**config.mk**
```make
export PLATFORM = sky130hd
export DESIGN_NAME = psram_lsu
export DESIGN_NICKNAME = d
export VERILOG_FILES = /design/src/rtl/psram_lsu.sv
export SDC_FILE = /design/constraint.sdc
export NUM_CORES = 1
export LEC_CHECK = 0
export CORE_MARGIN = 1
export CORE_UTILIZATION = 50
export DETAILED_ROUTE_END_ITERATION = 16
export PLACE_DENSITY_LB_ADDON = 0.1
export SLEW_MARGIN = 10
export SYNTH_ARGS = -nofsm -noshare
export SYNTH_HDL_FRONTEND = slang
export SYNTH_SLANG_ARGS = --single-unit
```
**constraint.sdc**
```tcl
create_clock -name clk -period 4.2 [get_ports clk]
set_input_delay 1.26 -clock clk [delete_from_list [all_inputs] [get_ports clk]]
set_output_delay 1.26 -clock clk [all_outputs]
set_load 0.01 [all_outputs]
```
**src/rtl/psram_lsu.sv**
```systemverilog
`default_nettype none
// ============================================================================
// Module   : psram_lsu
// Purpose  : Load/store unit bridging a 32-bit core memory port onto a
//            16-bit PSRAM controller. Each access is split into one (byte,
//            half) or two (word) 16-bit half-transactions, LO first.
//            The core is stalled until the one-cycle response pulse.
// Ports    : clk, reset_n (async, active-low)
//            req_valid/req_we/req_addr/req_wdata/req_size/req_unsigned - core request
//            stall, rsp_valid, rsp_rdata, rsp_err                  - core response
//            ps_addr, ps_write_en, ps_read_en, ps_data_in,
//            ps_write_high_byte, ps_write_low_byte                 - to controller
//            ps_busy, ps_read_avail, ps_data_out                   - from controller
// Config   : `define PSRAM_LSU_TIMEOUT_EN to compile in the per-half watchdog
//            (TIMEOUT_CYCLES wait cycles, then rsp_err=1 / 32'hDEAD_BEEF).
// Revision : 1.0 - initial release
// ============================================================================
module psram_lsu #(
    parameter int TIMEOUT_CYCLES = 1023
) (
    input  logic        clk,
    input  logic        reset_n,
    input  logic        req_valid,
    input  logic        req_we,
    input  logic [31:0] req_addr,
    input  logic [31:0] req_wdata,
    input  logic [1:0]  req_size,
    input  logic        req_unsigned,
    output logic        stall,
    output logic        rsp_valid,
    output logic [31:0] rsp_rdata,
    output logic        rsp_err,
    output logic [21:0] ps_addr,
    output logic        ps_write_en,
    output logic        ps_read_en,
    output logic [15:0] ps_data_in,
    output logic        ps_write_high_byte,
    output logic        ps_write_low_byte,
    input  logic        ps_busy,
    input  logic        ps_read_avail,
    input  logic [15:0] ps_data_out
);

    typedef enum logic [2:0] {
        S_IDLE     = 3'd0,
        S_ISSUE_LO = 3'd1,
        S_WAIT_LO  = 3'd2,
        S_ISSUE_HI = 3'd3,
        S_WAIT_HI  = 3'd4,
        S_RESP     = 3'd5
    } state_t;

    localparam logic [31:0] c_err_data = 32'hDEAD_BEEF;

    state_t      r_state;
    state_t      w_next;
    logic        r_we;
    logic        r_unsigned;
    logic [1:0]  r_size;
    logic [22:0] r_addr;
    logic [31:0] r_wdata;
    logic [31:0] r_rdata;
    logic        r_busy_seen;

    logic [22:0] w_aligned;
    logic        w_is_byte;
    logic        w_is_word;
    logic        w_issue;
    logic        w_fire;
    logic        w_wait;
    logic        w_hi_phase;
    logic        w_wait_done;
    logic        w_timeout;
    logic        w_err;
    logic [7:0]  w_byte;

    // Upper address bits are outside the PSRAM window.
    logic        w_unused;
    assign w_unused = ^req_addr[31:23];

    always_comb begin
        case (req_size)
            2'd0:    w_aligned = req_addr[22:0];
            2'd1:    w_aligned = {req_addr[22:1], 1'b0};
            default: w_aligned = {req_addr[22:2], 2'b00};
        endcase
    end

    assign w_is_byte  = (r_size == 2'd0);
    assign w_is_word  = r_size[1];           // sizes 2 and 3 are both words
    assign w_issue    = (r_state == S_ISSUE_LO) || (r_state == S_ISSUE_HI);
    assign w_fire     = w_issue && !ps_busy;
    assign w_wait     = (r_state == S_WAIT_LO) || (r_state == S_WAIT_HI);
    assign w_hi_phase = (r_state == S_ISSUE_HI) || (r_state == S_WAIT_HI);

    // A write is only complete once the controller has shown busy and then
    // released it; a read completes on the first data-valid cycle.
    assign w_wait_done = r_we ? (!ps_busy && r_busy_seen) : ps_read_avail;

`ifdef PSRAM_LSU_TIMEOUT_EN
    localparam int CW = (TIMEOUT_CYCLES > 1) ? $clog2(TIMEOUT_CYCLES + 1) : 1;
    logic [CW-1:0] r_cnt;
    logic          r_err;

    assign w_timeout = w_wait && !w_wait_done && (r_cnt == CW'(TIMEOUT_CYCLES - 1));
    assign w_err     = r_err;

    always_ff @(posedge clk or negedge reset_n) begin
        if (!reset_n) begin
            r_cnt <= '0;
            r_err <= 1'b0;
        end else begin
            if (r_state == S_IDLE && req_valid) begin
                r_err <= 1'b0;
            end
            if (w_fire) begin
                r_cnt <= '0;
            end else if (w_wait) begin
                r_cnt <= r_cnt + CW'(1);
            end
            if (w_timeout) begin
                r_err <= 1'b1;
            end
        end
    end
`else
    localparam int c_unused_timeout = TIMEOUT_CYCLES;
    assign w_timeout = 1'b0;
    assign w_err     = 1'b0;
`endif

    always_ff @(posedge clk or negedge reset_n) begin
        if (!reset_n) begin
            r_state     <= S_IDLE;
            r_we        <= 1'b0;
            r_unsigned  <= 1'b0;
            r_size      <= 2'd0;
            r_addr      <= '0;
            r_wdata     <= '0;
            r_rdata     <= '0;
            r_busy_seen <= 1'b0;
        end else begin
            r_state <= w_next;
            if (r_state == S_IDLE && req_valid) begin
                r_we       <= req_we;
                r_unsigned <= req_unsigned;
                r_size     <= req_size;
                r_addr     <= w_aligned;
                r_wdata    <= req_wdata;
                r_rdata    <= '0;
            end
            if (w_fire) begin
                r_busy_seen <= 1'b0;
            end else if (w_wait && ps_busy) begin
                r_busy_seen <= 1'b1;
            end
            if (w_wait && !r_we && ps_read_avail) begin
                if (w_hi_phase) begin
                    r_rdata[31:16] <= ps_data_out;
                end else begin
                    r_rdata[15:0] <= ps_data_out;
                end
            end
        end
    end

    always_comb begin
        w_next = r_state;
        case (r_state)
            S_IDLE:     if (req_valid) w_next = S_ISSUE_LO;
            S_ISSUE_LO: if (!ps_busy) w_next = S_WAIT_LO;
            S_WAIT_LO: begin
                if (w_wait_done) begin
                    w_next = w_is_word ? S_ISSUE_HI : S_RESP;
                end else if (w_timeout) begin
                    w_next = S_RESP;
                end
            end
            S_ISSUE_HI: if (!ps_busy) w_next = S_WAIT_HI;
            S_WAIT_HI:  if (w_wait_done || w_timeout) w_next = S_RESP;
            S_RESP:     w_next = S_IDLE;
            default:    w_next = S_IDLE;
        endcase
    end

    assign stall = ((r_state != S_IDLE) && (r_state != S_RESP)) ||
                   ((r_state == S_IDLE) && req_valid);

    assign ps_read_en  = w_fire && !r_we;
    assign ps_write_en = w_fire && r_we;
    assign ps_addr     = w_hi_phase ? (r_addr[22:1] + 22'd1) : r_addr[22:1];

    always_comb begin
        ps_data_in = w_hi_phase ? r_wdata[31:16] : r_wdata[15:0];
        if (w_is_byte) begin
            ps_data_in = {r_wdata[7:0], r_wdata[7:0]};
        end
    end

    assign ps_write_high_byte = ps_write_en && (!w_is_byte || r_addr[0]);
    assign ps_write_low_byte  = ps_write_en && (!w_is_byte || !r_addr[0]);

    assign rsp_valid = (r_state == S_RESP);
    assign rsp_err   = rsp_valid && w_err;
    assign w_byte    = r_addr[0] ? r_rdata[15:8] : r_rdata[7:0];

    always_comb begin
        rsp_rdata = '0;
        if (rsp_valid && !r_we) begin
            if (w_err) begin
                rsp_rdata = c_err_data;
            end else if (w_is_word) begin
                rsp_rdata = r_rdata;
            end else if (w_is_byte) begin
                rsp_rdata = {(r_unsigned ? 24'd0 : {24{w_byte[7]}}), w_byte};
            end else begin
                rsp_rdata = {(r_unsigned ? 16'd0 : {16{r_rdata[15]}}), r_rdata[15:0]};
            end
        end
    end

endmodule
`default_nettype wire

```
==> impl_results.md, run 1 <==
* Status: complete, no violations
* Total of max-cap violations at 0
* Starting density of the core at 0.5237
* CTS Buffer Depth at 2
* CP top delay family: buffers and inverters
* Non-Filler Instances at 879
* Number of synthesized flops with an enable pin at 0
* Power per Cell Area at 642.2 mW/mm^2
* DR iter-0 viols at 212
* Post-synthesis cell type with the largest combined area: dfrtp_1
* Slowest stage cell on the critical path: clkdlybuf4s50_1
* Antenna violations before repair at 0
* Layout fillers at ~770
* Inst Count DP at 863
* Worst Tran Pin Value at 0.7403 ns
* Top Ports at between 150 and 200
* Pin count of the biggest net entering global routing at 55
* TNS Setup at 0 ns
* FF+latch area at about 0.0024 mm^2
* Die width at 101.3 um
* Seq/Total Area, Yosys at 0.4821
* Via/cell ratio at 5.274
* Wire per inst at between 10 and 15 um
* DP Area at around 0.0066 mm^2
* RSZ-0062 raised after global routing: no
* CTS H-tree lvls at 3
* Post-DP HPWL at 9338 um
* Crit path max fanout at 6
* Final Instance Area at 0.006756 mm^2
* First-pass GRT wire length at 20910 um
* Max Clock Skew at 0.01029 ns
* Share of the synthesized area in the top cell type at 0.4821
* Final net count at 835
* Max-slew headroom at 0.5049
* Commonest cells post-synth: 259 x nand2_1, 95 x dfrtp_1, 29 x a21oi_1, 25 x nand3_1, 22 x clkbuf_1
* Post-Route WL at about 13000 um
* CP startpoint kind: input port
* Setup slack, reg-to-reg at 2.09 ns
* Gpl congestion at between 0.8 and 0.9
* Warnings, synthesis at 0
* Post-synthesis average cell area at just over 8 um^2
* Diodes inserted at 0
* Peak Freq at 247.6 MHz
* Mapped Area at 0.004931 mm^2
* Static Leak at 0.003042 uW
* Core area at 0.009415 mm^2
* Fin. Hold Viols at 0
* CTS sink count at 95
* Met3 global-route usage at 0.05866
* Crit path capture type: output port
* Num rows at 35
* Hold Path Class: reg2reg
* GRT busiest layer: met2
* Clock slew at reported path FFs at 0.08 ns
* VDD IR max at 379.3 uV
* Total power at 4339 uW
* FFs w/ async S/R, synth at 1.000
* CTS root buf: clkbuf_8
* WP data arrival at 2.78 ns
* CTS tree: done
* Library cells used by synthesis at 42
* Synth top area cells: dfrtp_1 48%, nand2_1 20%, xnor2_1 3.4%
* Minimum clock period at just over 4 ns
* Vias in the first global route at 4358
* Clock latency on the worst-skew pair at 0.36 ns
* Pins Over Slew Limit at 0
* Final setup vio count at 0
* Fin crit share at 0.9614
* Synth Register Bits at 95
* Ratio of cells with drive above 1 in the final layout at 0.06667
* CP Buf/Inv Count at 2
* Post-synth top flop: dfrtp_1
* Total grt overflow at 0
* Crit Path Category: in2out
* Crit path largest cell delay at 0.55 ns
* M1 GR Usage at 0.3461
* Area of the multi-input gates at approximately 0.0023 mm^2
* Number of I/O port buffers at 155
* GRT Overall Usage at 0.2602
* Mapped Cells at 603
* Syn nets at 693
* Remaining DRCs at 0
* Worst path cell trace: clkdlybuf4s50_1 -> nor2_1 -> nand2_1 -> nor2_1 -> clkdlybuf4s50_1
* TritonCTS Buffers at 9
* Vias at 4636
* CP required at just under 3 ns
* Area Overhead vs Synth at 37.02%
* Most common cell in the netlist: nand2_1
* TritonRoute pass-1 iters at 4
* DRT antenna net count at 0
* Die Height at 101.3 um
* Met2 Usage GRT at 0.4186
* Die ar. at 0.01026 mm^2
## power by group
| part | switching, uW | internal (uW) |
|---|---|---|
| clock network | 321 | 249 |
| logic | 1070 | 1010 |
| registers | 357 | 1320 |
| total | 1750 | 2590 |
## flip-flops by register name, indices dropped and copies added, names as in the netlist
signal and count:
r_unsigned 1, r_wdata 32, r_size 2, r_rdata 32, r_we 1, r_addr 23, r_busy_seen 1, r_state 3
## layout make-up
cell class	instances	share of cell area
sequential	95	0.3519
multi-input combinational	453	0.3444
timing repair buffer	166	0.2415
tap	129	0.02389
clock buffer	12	0.02296
inverter	20	0.01111
clock inverter	4	0.004259
## cells by family (layout without fill, tap and decap cells)
group / Yosys count / in the layout / share of synthesized area
other: 1 / 1 / 0.0007605
and+or+nand+nor: 336 / 336 / 0.2890
xor gates and xnor gates: 21 / 21 / 0.03730
DFF: 95 / 95 / 0.4821
buffers and inverters: 55 / 202 / 0.04948
adders and majority gates: 1 / 1 / 0.002537
muxes: 18 / 18 / 0.03882
AOI/OAI and AO/OA: 76 / 76 / 0.09997
## worst register-to-register path, stage by stage, from the launching register on
cell	delay (ns)
dfrtp_1	0.54
nor2_1	0.23
nand3b_1	0.54
buf_4	0.48
nand2_1	0.12
nand2_1	0.07
## routing by layer
metal | vias up | routed length [um]
li1 | 2239 | -
met1 | 2195 | 5592
met2 | 180 | 6098
met3 | 22 | 853
met4 | 0 | 265
met5 | - | 0
## metrics by stage
stage                     worst slack, ns  utilization  hold slack, ns
after floorplan                     1.220            -          0.4401
after global placement             0.2424       0.6974          0.4520
after detailed placement           0.1631       0.6974          0.4641
after CTS                          0.1184       0.7169          0.4840
after global routing              0.04685       0.7176          0.5070
final                              0.1620       0.7176          0.4804
## repair_timing
item / 4_1_cts / 5_1_grt
endpoints found under the hold margin: 0 / 0
setup endpoints to repair: 0 / 1
gates resized for setup: 0 / 1
setup buffers: 0 / 0
hold buffers: 0 / 0
## placed cells by master (no fill, tap or decap), drive strengths merged, types with 5 or more instances in the layout
cell type,instances
a21oi,31
buf,12
clkbuf,12
clkdlybuf4s50,154
dfrtp,95
inv,21
mux2,9
mux2i,9
nand2,260
nand2b,5
nand3,25
nand4,10
nor2,12
o21a,9
o21ai,13
o31ai,16
xnor2,19
## worst paths after layout
path,cells past startpoint,from,end
setup / recovery,5,ps_busy,ps_write_high_byte
hold / removal,2,r_wdata[18],r_wdata[18]
setup reg to reg,5,r_state[0],r_wdata[13]
hold reg to reg,2,r_wdata[18],r_wdata[18]
max in group asynchronous,2,reset_n,r_addr[16]
min in group asynchronous,1,reset_n,r_rdata[16]
Note: power is estimated with default switching activity, not from simulation.
==> run 2: changes to the inputs <==
--- a/config.mk
+++ b/config.mk
@@ -8,6 +8,7 @@
 export CORE_MARGIN = 1
 export CORE_UTILIZATION = 50
 export DETAILED_ROUTE_END_ITERATION = 16
+export DONT_BUFFER_PORTS = 1
 export PLACE_DENSITY_LB_ADDON = 0.1
 export SLEW_MARGIN = 10
 export SYNTH_ARGS = -nofsm -noshare
==> constraint.sdc (replaced) <==
create_clock -name clk -period 4.2 [get_ports clk]
set_input_delay 1.26 -clock clk [delete_from_list [all_inputs] [get_ports clk]]
set_output_delay 1.26 -clock clk [all_outputs]
set_load 0.005 [all_outputs]
==> run 2 against run 1 <==
- first-iteration DRC count decreased by 11%
- hold slack got worse by 0.0047 ns
- flip-flop and latch count stayed put
- critical path type is now reg2out
- design area shrank 23%
- clock skew up 0.0017 ns
- highest routed layer unchanged
- critical endpoint is now ps_data_in[7]
- core utilization decreased by 17 points
- critical path depth down 2
==> impl_results.md, run 2 (same netlist as run 1, synthesis figures left out) <==
* Status: complete, no violations
* Minimum clock period at 3.662 ns
* Max Clock Skew at between 0.01 and 0.015 ns
* Worst Tran Pin Value at 0.8013 ns
* Largest registers: r_rdata x32, r_wdata x32, r_addr x23
* Diodes inserted at 0
* Post-Route WL at 11560 um
* Num rows at 35
* Core area at ~0.0094 mm^2
* Vias in the first global route at 3558
* Die width at 101.3 um
* Final net count at 673
* Fin crit share at 0.8720
* Ratio of cells with drive above 1 in the final layout at 0.07143
* Crit path capture type: output port
* TritonRoute pass-1 iters at 5
* Wire per inst at 16.13 um
* VDD IR max at 268.1 uV
* CP Launch Point: r_state[2]
* Startpoint of the worst hold path: r_wdata[21]
* Crit Path Category: reg2out
* Pins Over Slew Limit at 0
* TNS Setup at 0 ns
* Reg-to-reg startpoint: r_state[2]
* Area Overhead vs Synth at 5.253%
* First-pass GRT wire length at between 15000 and 20000 um
* Hold Path Class: reg2reg
* Total grt overflow at 0
* Starting density of the core at 0.5237
* Commonest non-fill, non-tap cells in the layout: 259 x nand2_1, 95 x dfrtp_1, 29 x a21oi_1
* GRT Overall Usage at 0.2321
* DR iter-0 viols at between 150 and 200
* Power per Cell Area at 711.2 mW/mm^2
* Gpl congestion at 0.7998
* Final Instance Area at 0.005190 mm^2
* Inst Count DP at 701
* Peak Freq at 273.0 MHz
* Crit path max fanout at 14
* CP required at 2.94 ns
* DRT antenna net count at 0
* CTS tree: done
* Total of max-cap violations at 0
* TritonCTS Buffers at 9
* Leading cell type in the layout, fill and taps excluded: nand2_1
* Clock slew at reported path FFs at 0.10 ns
* Remaining DRCs at 0
* CP startpoint kind: register
* CTS root buf: clkbuf_8
* DP Area at between 0.004 and 0.005 mm^2
* Top Ports at 166
* Antenna violations before repair at 0
* Die Height at ~100 um
* Post-CTS resize count at 0
* Static Leak at 0.002439 uW
* CTS Buffer Depth at 2
* Setup Buffers After CTS at 0
* CTS H-tree lvls at 3
* Max-slew headroom at 0.4658
* CTS sink count at 95
* RSZ-0062 raised after global routing: no
* Vias at 3888
* Post-DP HPWL at 7971 um
* Die ar. at 0.01026 mm^2
* Final setup vio count at 0
* Non-Filler Instances at around 720
* Pin count of the biggest net entering global routing at between 90 and 100
* Fin. Hold Viols at 0
* Cts hold-fix bufs at 0
* Number of I/O port buffers at 0
* WP data arrival at 2.40 ns
* Via/cell ratio at 5.423
* Clock latency on the worst-skew pair at 0.35 ns
## run 2: through the flow
step / setup slack [ns] / power, uW / hold slack, ns / utilization
final: 0.5376 / 3691 / 0.4757 / 0.5512
after global routing: 0.3657 / 4002 / 0.4981 / 0.5512
after CTS: 0.5292 / 3727 / 0.4829 / 0.5503
after detailed placement: 0.9309 / 3073 / 0.4584 / 0.5273
after global placement: 0.9365 / 3022 / 0.4522 / 0.5273
after floorplan: 1.242 / 2754 / 0.4401 / -
## run 2: area by class of cell
cell class / count / area, um^2
fill: 912 / 4225
sequential: 95 / 2377
multi-input combinational: 453 / 2330
tap: 129 / 161.4
clock buffer: 11 / 151.4
inverter: 20 / 75.07
clock inverter: 5 / 65.06
timing repair buffer: 4 / 30.03
## run 2: final timing paths
check / endpoint / slack, ns / cells after the start
min reg2reg: r_wdata[21] / 0.48 / 2
max in group asynchronous: r_state[0] / 3.45 / 0
max: ps_data_in[7] / 0.54 / 3
max reg2reg: r_rdata[14] / 2.00 / 5
min: r_wdata[21] / 0.48 / 2
min in group asynchronous: r_rdata[16] / 0.59 / 0
## run 2: where the power goes
| group | leakage, uW | internal, uW | total (uW) | switching, uW |
|---|---|---|---|---|
| sequential | 0.00122 | 1320 | 1710 | 386 |
| combinational | 0.00111 | 514 | 1330 | 821 |
| clock | 0.000104 | 313 | 647 | 333 |
## run 2: metal layers
layer  wire length, um  track usage
met1              5212       0.3299
met2              5395       0.3522
met3               842      0.06211
met4               114      0.06243
met5                 0            0
## run 2: critical path, cell delays in order, from the launching register on
cell and delay (ns):
dfrtp_1 0.61, or3b_1 0.62, a21oi_4 0.41, mux2_2 0.42
==> run 3: changes to the inputs <==
--- a/config.mk
+++ b/config.mk
@@ -6,7 +6,8 @@
 export NUM_CORES = 1
 export LEC_CHECK = 0
 export CORE_MARGIN = 1
-export CORE_UTILIZATION = 50
+export CORE_UTILIZATION = 65
+export CTS_CLUSTER_DIAMETER = 50
 export DETAILED_ROUTE_END_ITERATION = 16
 export DONT_BUFFER_PORTS = 1
 export PLACE_DENSITY_LB_ADDON = 0.1
==> run 3 against run 2 <==
- first-iteration DRC count up 17%
- critical endpoint is now rsp_rdata[17]
- core utilization rose by 15 points
- sequential share of layout area is 0.57 points higher
- final cell count down 4.2%
- count of clock-buffer cells in the layout decreased by 2
- highest routed layer unchanged
- total power decreased by 0.94%
- sequential power about the same
- flip-flop and latch count unchanged
- register-to-register slack about the same
- design area shrank 1.2%
- fmax increased by 1.1%
- critical path depth rose by 1
==> impl_results.md, run 3 (same netlist as run 1, synthesis figures left out) <==
* Max Clock Skew at around 0.01 ns
* Peak Freq at 276.0 MHz
* Final hold slack at approximately 0.48 ns
* Layout fillers at 610
* Via/cell ratio at 5.798
* TNS Setup at 0 ns
* TritonRoute pass-1 iters at 5
* Area Overhead vs Synth at 3.958%
* Diodes inserted at 0
* DP Area at 0.004927 mm^2
* Crit path max fanout at 16
* Post-CTS resize count at 0
* CP startpoint kind: register
* Final Instance Area at ~0.0051 mm^2
* Largest registers: r_rdata x32, r_wdata x32, r_addr x23
* Crit path capture type: output port
* Vias at 3983
* WP data arrival at approximately 2.4 ns
* Clock slew at reported path FFs at approximately 0.09 ns
* CTS sink count at 95
* CTS Buffer Depth at 2
* Total of max-cap violations at 0
* Die width at roughly 89 um
* Worst Tran Pin Value at 1.216 ns
* Status: complete, no violations
* GRT Overall Usage at 0.2865
* Top Ports at 166
* Setup slack, reg-to-reg at 2.01 ns
* DRT antenna net count at 0
* RSZ-0062 raised after global routing: no
* Fin crit share at 0.8626
* Pins Over Slew Limit at 0
* Gpl congestion at 0.9259
* Wire per inst at 16.10 um
* Cts hold-fix bufs at 0
* TritonCTS Buffers at 9
* Clock latency on the worst-skew pair at 0.36 ns
* Ratio of cells with drive above 1 in the final layout at 0.06973
* Power per Cell Area at 713.2 mW/mm^2
* VDD IR max at between 300 and 400 uV
* Number of I/O port buffers at 0
* Final net count at 673
* Core area at 0.007292 mm^2
* Static Leak at between 0.002 and 0.0025 uW
* DR iter-0 viols at 221
* Layout Utilization at 0.7030
* Pin count of the biggest net entering global routing at 96
* Die ar. at roughly 0.0079 mm^2
* Leading cell type in the layout, fill and taps excluded: nand2_1
* Post-DP HPWL at around 7600 um
* Die Height at 89.10 um
* Final setup vio count at 0
* Max-slew headroom at 0.1879
* Hold Path Class: reg2reg
* CTS root buf: clkbuf_8
* Antenna violations before repair at 0
* Total power at 3656 uW
* Total grt overflow at 0
* Fin. Hold Viols at 0
* CTS tree: done
* Num rows at 31
* Remaining DRCs at 0
* Commonest non-fill, non-tap cells in the layout: 259 x nand2_1, 95 x dfrtp_1, 29 x a21oi_1
* CP required at 2.94 ns
* Crit Path Category: reg2out
* Setup Buffers After CTS at 0
* Vias in the first global route at 3630
* Starting density of the core at 0.6762
* Minimum clock period at 3.623 ns
* CTS H-tree lvls at 3
* First-pass GRT wire length at 17280 um
* Post-Route WL at ~11000 um
run 3: changes by cell type in the layout (fill, tap and decap cells not counted), sizes merged:
cell      delta
inv          +1
clkinv       +2
clkinvlp     -1
clkbuf       -2
run 3: through the flow:
step / instances / setup slack, ns
finish: 687 / 0.5770
global route: 687 / 0.3993
CTS: 687 / 0.5746
detailed placement: 671 / 0.9593
global placement: 671 / 0.9727
floorplan: 603 / 1.242
run 3: path summary, 6_finish.rpt:
check                            start            end  cells after the start
min in group asynchronous      reset_n    r_rdata[28]                      0
setup / recovery            r_state[0]  rsp_rdata[17]                      4
max in group asynchronous      reset_n     r_addr[20]                      0
setup reg to reg            r_state[0]    r_rdata[12]                      5
hold reg to reg            r_wdata[18]    r_wdata[18]                      2
hold / removal             r_wdata[18]    r_wdata[18]                      2
run 3: power breakdown:
part	leakage, uW	switching [uW]	internal (uW)
Combinational	0.00112	830	514
Sequential	0.00122	386	1320
Clock	0.0000998	325	277
Total	0.00244	1540	2110
run 3: layer usage:
layer,part of all wire,vias up,GRT usage
met1,0.41,1896,0.3797
li1,-,1910,-
met4,0.017,0,0.08225
met5,0,-,0
met2,0.48,160,0.4580
met3,0.086,17,0.08864
run 3: cell type report:
class | count | area [um^2] | share of cell area
clock buffer | 9 | 123.9 | 0.02416
clock inverter | 7 | 70.07 | 0.01367
inverter | 20 | 75.07 | 0.01464
multi-input combinational | 453 | 2326 | 0.4537
sequential | 95 | 2377 | 0.4638
tap | 99 | 123.9 | 0.02416
timing repair buffer | 4 | 30.03 | 0.005858
run 3: critical path, cell delays in order, from the launching register on:
cell	delay [ns]
dfrtp_1	0.59
and3b_1	0.27
nand2b_1	0.25
o21bai_1	0.55
a21oi_1	0.34
